### src/rtl/lc3b_types.sv
// Shared LC-3b datapath types used by the instruction cache and its neighbours.
package lc3b_types;

    localparam int unsigned ADDR_W = 12;
    localparam int unsigned LINE_W = 128;
    localparam int unsigned SEL_W  = 16;

    typedef logic [LINE_W-1:0] lc3b_line;
    typedef logic [15:0]       lc3b_word;
    typedef logic [ADDR_W-1:0] lc3b_addr;

    typedef enum logic {
        IDLE,
        FILL
    } lc3b_icache_state;

endpackage

### src/rtl/wishbone.sv
// Wishbone bus bundle: 12-bit line address, 128-bit data in both directions.
interface wishbone;
    import lc3b_types::*;

    lc3b_addr           ADR;
    lc3b_line           DAT_M;
    lc3b_line           DAT_S;
    logic [SEL_W-1:0]   SEL;
    logic               CYC;
    logic               STB;
    logic               WE;
    logic               ACK;

    modport master (
        output ADR, DAT_M, SEL, CYC, STB, WE,
        input  DAT_S, ACK
    );

    modport slave (
        input  ADR, DAT_M, SEL, CYC, STB, WE,
        output DAT_S, ACK
    );

endinterface

### src/rtl/icache_array.sv
// Direct-mapped line storage: valid/tag/data with one write port and async read.
module icache_array
    import lc3b_types::*;
#(
    parameter int unsigned SETS  = 8,
    parameter int unsigned IDX_W = $clog2(SETS),
    parameter int unsigned TAG_W = ADDR_W - IDX_W
) (
    input  logic             clk,
    input  logic             rst_n,
    input  logic             clear,
    input  logic             we,
    input  logic [IDX_W-1:0] widx,
    input  logic [TAG_W-1:0] wtag,
    input  lc3b_line         wdata,
    input  logic [IDX_W-1:0] ridx,
    output logic             rvalid,
    output logic [TAG_W-1:0] rtag,
    output lc3b_line         rdata
);

    logic [SETS-1:0]  valid_q;
    logic [TAG_W-1:0] tag_q  [SETS];
    lc3b_line         data_q [SETS];

    // A clear in the same cycle as a write wins, so a flushed fill stays invalid.
    always_ff @(posedge clk or negedge rst_n) begin
        if (!rst_n) begin
            valid_q <= '0;
        end else if (clear) begin
            valid_q <= '0;
        end else if (we) begin
            valid_q[widx] <= 1'b1;
        end
    end

    always_ff @(posedge clk) begin
        if (we) begin
            tag_q[widx]  <= wtag;
            data_q[widx] <= wdata;
        end
    end

    assign rvalid = valid_q[ridx];
    assign rtag   = tag_q[ridx];
    assign rdata  = data_q[ridx];

endmodule

### src/rtl/l1_icache.sv
// Direct-mapped L1 instruction cache with zero-latency hits and single-beat line refill.
module l1_icache
    import lc3b_types::*;
#(
    parameter int unsigned SETS = 8
) (
    input  logic     clk,
    input  logic     rst_n,
    wishbone.slave   cpu,
    wishbone.master  mem,
    input  logic     flush
);

    localparam int unsigned IDX_W = $clog2(SETS);
    localparam int unsigned TAG_W = ADDR_W - IDX_W;

    lc3b_icache_state state_q, state_d;
    lc3b_addr         fill_addr_q;

    logic [IDX_W-1:0] lookup_idx;
    logic [TAG_W-1:0] lookup_tag;
    logic             line_valid;
    logic [TAG_W-1:0] line_tag;
    lc3b_line         line_data;
    logic             req;
    logic             hit;
    logic             miss;
    logic             fill_done;

    assign lookup_idx = cpu.ADR[IDX_W-1:0];
    assign lookup_tag = cpu.ADR[ADDR_W-1:IDX_W];

    assign req  = cpu.CYC & cpu.STB;
    assign hit  = (state_q == IDLE) & req & line_valid & (line_tag == lookup_tag) & ~flush;
    assign miss = (state_q == IDLE) & req & ~hit & ~flush;
    assign fill_done = (state_q == FILL) & mem.ACK;

    // Writes never store anything; these inputs exist only for bus compatibility.
    logic unused_cpu;
    assign unused_cpu = ^{cpu.WE, cpu.DAT_M, cpu.SEL};

    icache_array #(
        .SETS  (SETS),
        .IDX_W (IDX_W),
        .TAG_W (TAG_W)
    ) u_array (
        .clk    (clk),
        .rst_n  (rst_n),
        .clear  (flush),
        .we     (fill_done),
        .widx   (fill_addr_q[IDX_W-1:0]),
        .wtag   (fill_addr_q[ADDR_W-1:IDX_W]),
        .wdata  (mem.DAT_S),
        .ridx   (lookup_idx),
        .rvalid (line_valid),
        .rtag   (line_tag),
        .rdata  (line_data)
    );

    always_ff @(posedge clk or negedge rst_n) begin
        if (!rst_n) begin
            state_q <= IDLE;
        end else begin
            state_q <= state_d;
        end
    end

    // The fill address is frozen for the whole refill regardless of cpu.ADR.
    always_ff @(posedge clk or negedge rst_n) begin
        if (!rst_n) begin
            fill_addr_q <= '0;
        end else if (miss) begin
            fill_addr_q <= cpu.ADR;
        end
    end

    always_comb begin
        state_d = state_q;
        unique case (state_q)
            IDLE: if (miss)    state_d = FILL;
            FILL: if (mem.ACK) state_d = IDLE;
        endcase
    end

    always_comb begin
        mem.CYC   = 1'b0;
        mem.STB   = 1'b0;
        mem.WE    = 1'b0;
        mem.SEL   = '0;
        mem.DAT_M = '0;
        mem.ADR   = fill_addr_q;
        cpu.ACK   = hit;
        cpu.DAT_S = hit ? line_data : '0;
        if (state_q == FILL) begin
            mem.CYC = 1'b1;
            mem.STB = 1'b1;
            mem.SEL = '1;
        end
    end

endmodule

### src/flat_wrapper.sv
// flat-port wrapper written by rule: the top's interface ports become plain ports
module l1_icache_flat import lc3b_types::*;
#(
    parameter int unsigned SETS = 8
)
  (clk, rst_n, flush, cpu_ADR, cpu_DAT_M, cpu_SEL, cpu_CYC, cpu_STB, cpu_WE, cpu_DAT_S, cpu_ACK, mem_ADR, mem_DAT_M, mem_SEL, mem_CYC, mem_STB, mem_WE, mem_DAT_S, mem_ACK);
  wishbone cpu_i ();
  wishbone mem_i ();
  input  logic clk;
  input  logic rst_n;
  input  logic flush;
  input wire logic [$bits(cpu_i.ADR)-1:0] cpu_ADR;
  input wire logic [$bits(cpu_i.DAT_M)-1:0] cpu_DAT_M;
  input wire logic [$bits(cpu_i.SEL)-1:0] cpu_SEL;
  input wire logic [$bits(cpu_i.CYC)-1:0] cpu_CYC;
  input wire logic [$bits(cpu_i.STB)-1:0] cpu_STB;
  input wire logic [$bits(cpu_i.WE)-1:0] cpu_WE;
  output wire logic [$bits(cpu_i.DAT_S)-1:0] cpu_DAT_S;
  output wire logic [$bits(cpu_i.ACK)-1:0] cpu_ACK;
  output wire logic [$bits(mem_i.ADR)-1:0] mem_ADR;
  output wire logic [$bits(mem_i.DAT_M)-1:0] mem_DAT_M;
  output wire logic [$bits(mem_i.SEL)-1:0] mem_SEL;
  output wire logic [$bits(mem_i.CYC)-1:0] mem_CYC;
  output wire logic [$bits(mem_i.STB)-1:0] mem_STB;
  output wire logic [$bits(mem_i.WE)-1:0] mem_WE;
  input wire logic [$bits(mem_i.DAT_S)-1:0] mem_DAT_S;
  input wire logic [$bits(mem_i.ACK)-1:0] mem_ACK;
  assign cpu_i.ADR = cpu_ADR;
  assign cpu_i.DAT_M = cpu_DAT_M;
  assign cpu_i.SEL = cpu_SEL;
  assign cpu_i.CYC = cpu_CYC;
  assign cpu_i.STB = cpu_STB;
  assign cpu_i.WE = cpu_WE;
  assign cpu_DAT_S = cpu_i.DAT_S;
  assign cpu_ACK = cpu_i.ACK;
  assign mem_ADR = mem_i.ADR;
  assign mem_DAT_M = mem_i.DAT_M;
  assign mem_SEL = mem_i.SEL;
  assign mem_CYC = mem_i.CYC;
  assign mem_STB = mem_i.STB;
  assign mem_WE = mem_i.WE;
  assign mem_i.DAT_S = mem_DAT_S;
  assign mem_i.ACK = mem_ACK;
  l1_icache #(.SETS(SETS)) u_core (.clk(clk), .rst_n(rst_n), .cpu(cpu_i), .mem(mem_i), .flush(flush));
endmodule
### config.mk
export PLATFORM = sky130hd
export DESIGN_NAME = l1_icache_flat
export DESIGN_NICKNAME = d
export VERILOG_FILES = /design/src/rtl/lc3b_types.sv /design/src/rtl/wishbone.sv /design/src/rtl/icache_array.sv /design/src/rtl/l1_icache.sv /design/src/flat_wrapper.sv
export SDC_FILE = /design/constraint.sdc
export NUM_CORES = 1
export LEC_CHECK = 0
export CAP_MARGIN = 0
export CORE_AREA = 8 8 339 341
export DETAILED_ROUTE_END_ITERATION = 10
export DIE_AREA = 0 0 347 349
export SLEW_MARGIN = 20
export SYNTH_ARGS = -nofsm -noshare
export SYNTH_HDL_FRONTEND = slang
export SYNTH_SLANG_ARGS = --single-unit
### constraint.sdc
create_clock -name clk -period 12.2 [get_ports clk]
set_input_delay 2.44 -clock clk [delete_from_list [all_inputs] [get_ports clk]]
set_output_delay 2.44 -clock clk [all_outputs]
set_load 0.02 [all_outputs]
==> impl_results.md <==
* Lkg Pwr at 16.86 nW
* DRC at 0
* FF/Latch Area at 33440 sq um
* Avg Cell Area, Syn at 21.84 sq um
* Inst Count DP at 3653
* DR pass1 iterations at 4
* Main synth FF type: edfxtp_1
* Gate power share at 5.6%
* Initial antenna violation count at 15
* Final Cycle Share at 76.39%
* Final HPWL DP at 53530 microns
* Core ar. at 109600 sq um
* PortBufs at 304
* Crit path max-delay family: buffers and inverters
* RSZ-0062 raised after global routing: false
* Die area at 121100 sq um
* ANT nets after route at 0
* CP max stage cell: buf_4
* Main combinational cell family by area after synthesis: multiplexers
* Die Y at 349 microns
* CP endpoint kind: output pin
* Clock power frac at 43.2%
* Critical path required time at 9.76 ns
* # rows at 122
* Final Non-Filler Cells at 3881
* Setup TNS at 0 ns
* Final setup viols at 0
* Post-Synthesis Cell Area at 43520 sq um
* Least-Margin Pin Slew at 1.060 ns
* CP Data Arrival Time at 6.88 ns
* CP dominant cell by count: buf_4
* Filler Cells Inserted at 8993
* Synth Area in Simple Gates at 1.630%
* PD cells at 164.4 nW/um^2
* Die W at 347 microns
* Clk slew on worst S/H paths at 0.06 ns
* Hold crit path type: reg -> reg
* Largest net degree at the start of global routing at 66
* Max FO, Critical Path at 53
* Total Routing Usage GR at 15.80%
* Slew HR at 29.31%
* Area of the multi-input gates at 9105 sq um
* Run status: finished clean
* Vias in the first global route at 21410
* Worst path bufs/invs at 5
* IO Pins at 579
* Max Clock Freq at 107.3 MHz
* Synth Area in Adders at 0%
* Switching share of total power at 21.15%
* Sequential power share at 51.2%
* CP cell instances: buf_8 > buf_4 > mux2_2 > o22ai_1 > nor3_1 > a211oi_1 > nand4_1 > buf_4 > buf_4 > nor2_1 > clkdlybuf4s50_1
* Dominant cells by area after synthesis: edfxtp_1 76%, mux4_2 14%, mux2i_1 3.4%, buf_4 2.5%, nor2_1 1.3%
* Worst-case clock buffer depth at 3
* Layout Skew at 0.01514 ns
* Cts bufs inserted at 115
* Maxcap violations at 0
* WL final at 97460 microns
* Initial DRC Count at 1231
* H-Tree Depth at 3
* Post-synth top area cell: edfxtp_1
* Vias at 19970
* Synth Area in Compound Gates at 0.3737%
* Initial Util at 39.71%
* Pint at 6.715 mW
* Fraction of layout cells with a size suffix above 1 at 21.45%
* Xor-xnor portion of the synthesized cell area at 0.06037%
* Hold Buf Count CTS at 0
* CTS tree: built
* Sink Count at 1117
* Cts repair resizes at 0
* Nets at 2636
* Post-synth EDFFs at 1096
* Mux cell area share after synthesis at 17.59%
* Top cells by count, synth: 1096 x edfxtp_1, 264 x mux4_2, 152 x nor2_1
* CTS root buf: clkbuf_16
* Final min period at 9.320 ns
* Post-synth cell types at 35
* Synth top area share at 75.62%
* Wire per inst at 25.11 microns
* Vias per cell at 5.146
* Area added between synthesis and finish at 19.01%
* Synth warn at 0
* Clk_lat worst skew at 0.71 ns
* Slowest Stage Delay on Critical Path at 0.79 ns
* Final Max Slew Viols at 0
* Synthesis-stage register bit count at 1117
* GPL Wtd Cong at 0.6896
* Seq/Total Area, Yosys at 76.82%
* First-pass GRT wire length at 142800 microns
* Setup repair bufs after CTS at 0
* Peak supply drop at 132.1 uV
* Hold Vio Cnt, Final at 0
* Async SR Flop Fraction at 1.880%
* Startpoint types: primary input
* Most frequent cell after synthesis: edfxtp_1
* P_sw at 1.801 mW
* Post-Synthesis Cells at 1993
* Grt ovf at 0
* WS Path Type: in -> out
[path summary, 6_finish.rpt]
| check | startpoint | endpoint | slack (ns) | cells after the start |
|---|---|---|---|---|
| setup / recovery | cpu_ADR[2] | cpu_DAT_S[77] | 2.88 | 11 |
| hold / removal | u_core.u_array.valid_q[2]$_DFFE_PN0P_ | u_core.u_array.valid_q[2]$_DFFE_PN0P_ | 0.49 | 2 |
| setup reg to reg | u_core.state_q$_DFF_PN0_ | u_core.u_array.data_q[6][12]$_DFFE_PP_ | 7.85 | 4 |
| hold reg to reg | u_core.u_array.valid_q[2]$_DFFE_PN0P_ | u_core.u_array.valid_q[2]$_DFFE_PN0P_ | 0.49 | 2 |
| max in group asynchronous | rst_n | u_core.mem.ADR[3]$_DFFE_PN0P_ | 9.80 | 2 |
| min in group asynchronous | rst_n | u_core.mem.ADR[7]$_DFFE_PN0P_ | 2.13 | 2 |
[final cells by class]
cell class,instances,area share [%]
antenna,7,0.03382
clock buffer,127,5.684
clock inverter,93,2.116
inverter,3,0.02174
multi-input combinational,761,17.58
sequential,1117,64.55
tap,1426,3.444
timing repair buffer,347,6.572
[sequential cells by signal, summed over array words and instances, names as in the netlist]
name	flops
u_core.u_array.valid_q	8
u_core.u_array.tag_q	72
u_core.mem.ADR	12
u_core.u_array.data_q	1024
u_core.state_q	1
[power groups by stage]
stage / sequential, mW / clock [mW] / combinational, mW
after floorplan: 4.45 / 0 / 0.310
after global placement: 4.43 / 0 / 0.479
after detailed placement: 4.44 / 0 / 0.489
after CTS: 4.36 / 3.78 / 0.490
after global routing: 4.37 / 3.91 / 0.518
final: 4.36 / 3.68 / 0.480
[cells in the final DEF (no fill, tap or decap), types with 13 or more instances in the layout]
| cell type | n |
|---|---|
| clkinv_1 | 17 |
| clkdlybuf4s50_1 | 301 |
| dfrtp_1 | 21 |
| mux2_2 | 13 |
| edfxtp_1 | 1096 |
| mux2i_1 | 146 |
| clkinv_2 | 32 |
| clkbuf_16 | 116 |
| conb_1 | 129 |
| nor2_1 | 146 |
| buf_4 | 41 |
| bufinv_16 | 21 |
| mux4_2 | 264 |
[metal layers]
| layer | vias up | GRT usage [%] | wire length [microns] |
|---|---|---|---|
| met5 | - | 0 | 82 |
| met1 | 10630 | 20.40 | 40650 |
| li1 | 8624 | - | - |
| met4 | 12 | 4.373 | 1805 |
| met2 | 571 | 26.77 | 48580 |
| met3 | 132 | 3.822 | 6344 |
[worst min-delay path, stage by stage (launching register included)]
cell and delay (ns):
dfrtp_1 0.34, nor2_1 0.05, nor2_1 0.07
[cell families after synthesis]
family / after synthesis
flops: 1117
mux: 432
buf+inv: 243
simple gates: 176
compound gates: 21
xor+xnor: 3
other cells: 1
[metrics by stage]
stage / area [sq um] / setup WS [ns] / total power, mW / util, % / hold WS (ns)
after floorplan: 44010 / 3.208 / 4.759 / - / 0.4608
after global placement: 47710 / 2.874 / 4.911 / 43.53 / 0.4772
after detailed placement: 47710 / 2.887 / 4.929 / 43.53 / 0.4838
after CTS: 51750 / 2.872 / 8.628 / 47.22 / 0.4980
after global routing: 51790 / 2.579 / 8.793 / 47.25 / 0.5417
final: 51800 / 2.880 / 8.515 / 47.26 / 0.4946
Power figures use the tool's default switching activity.
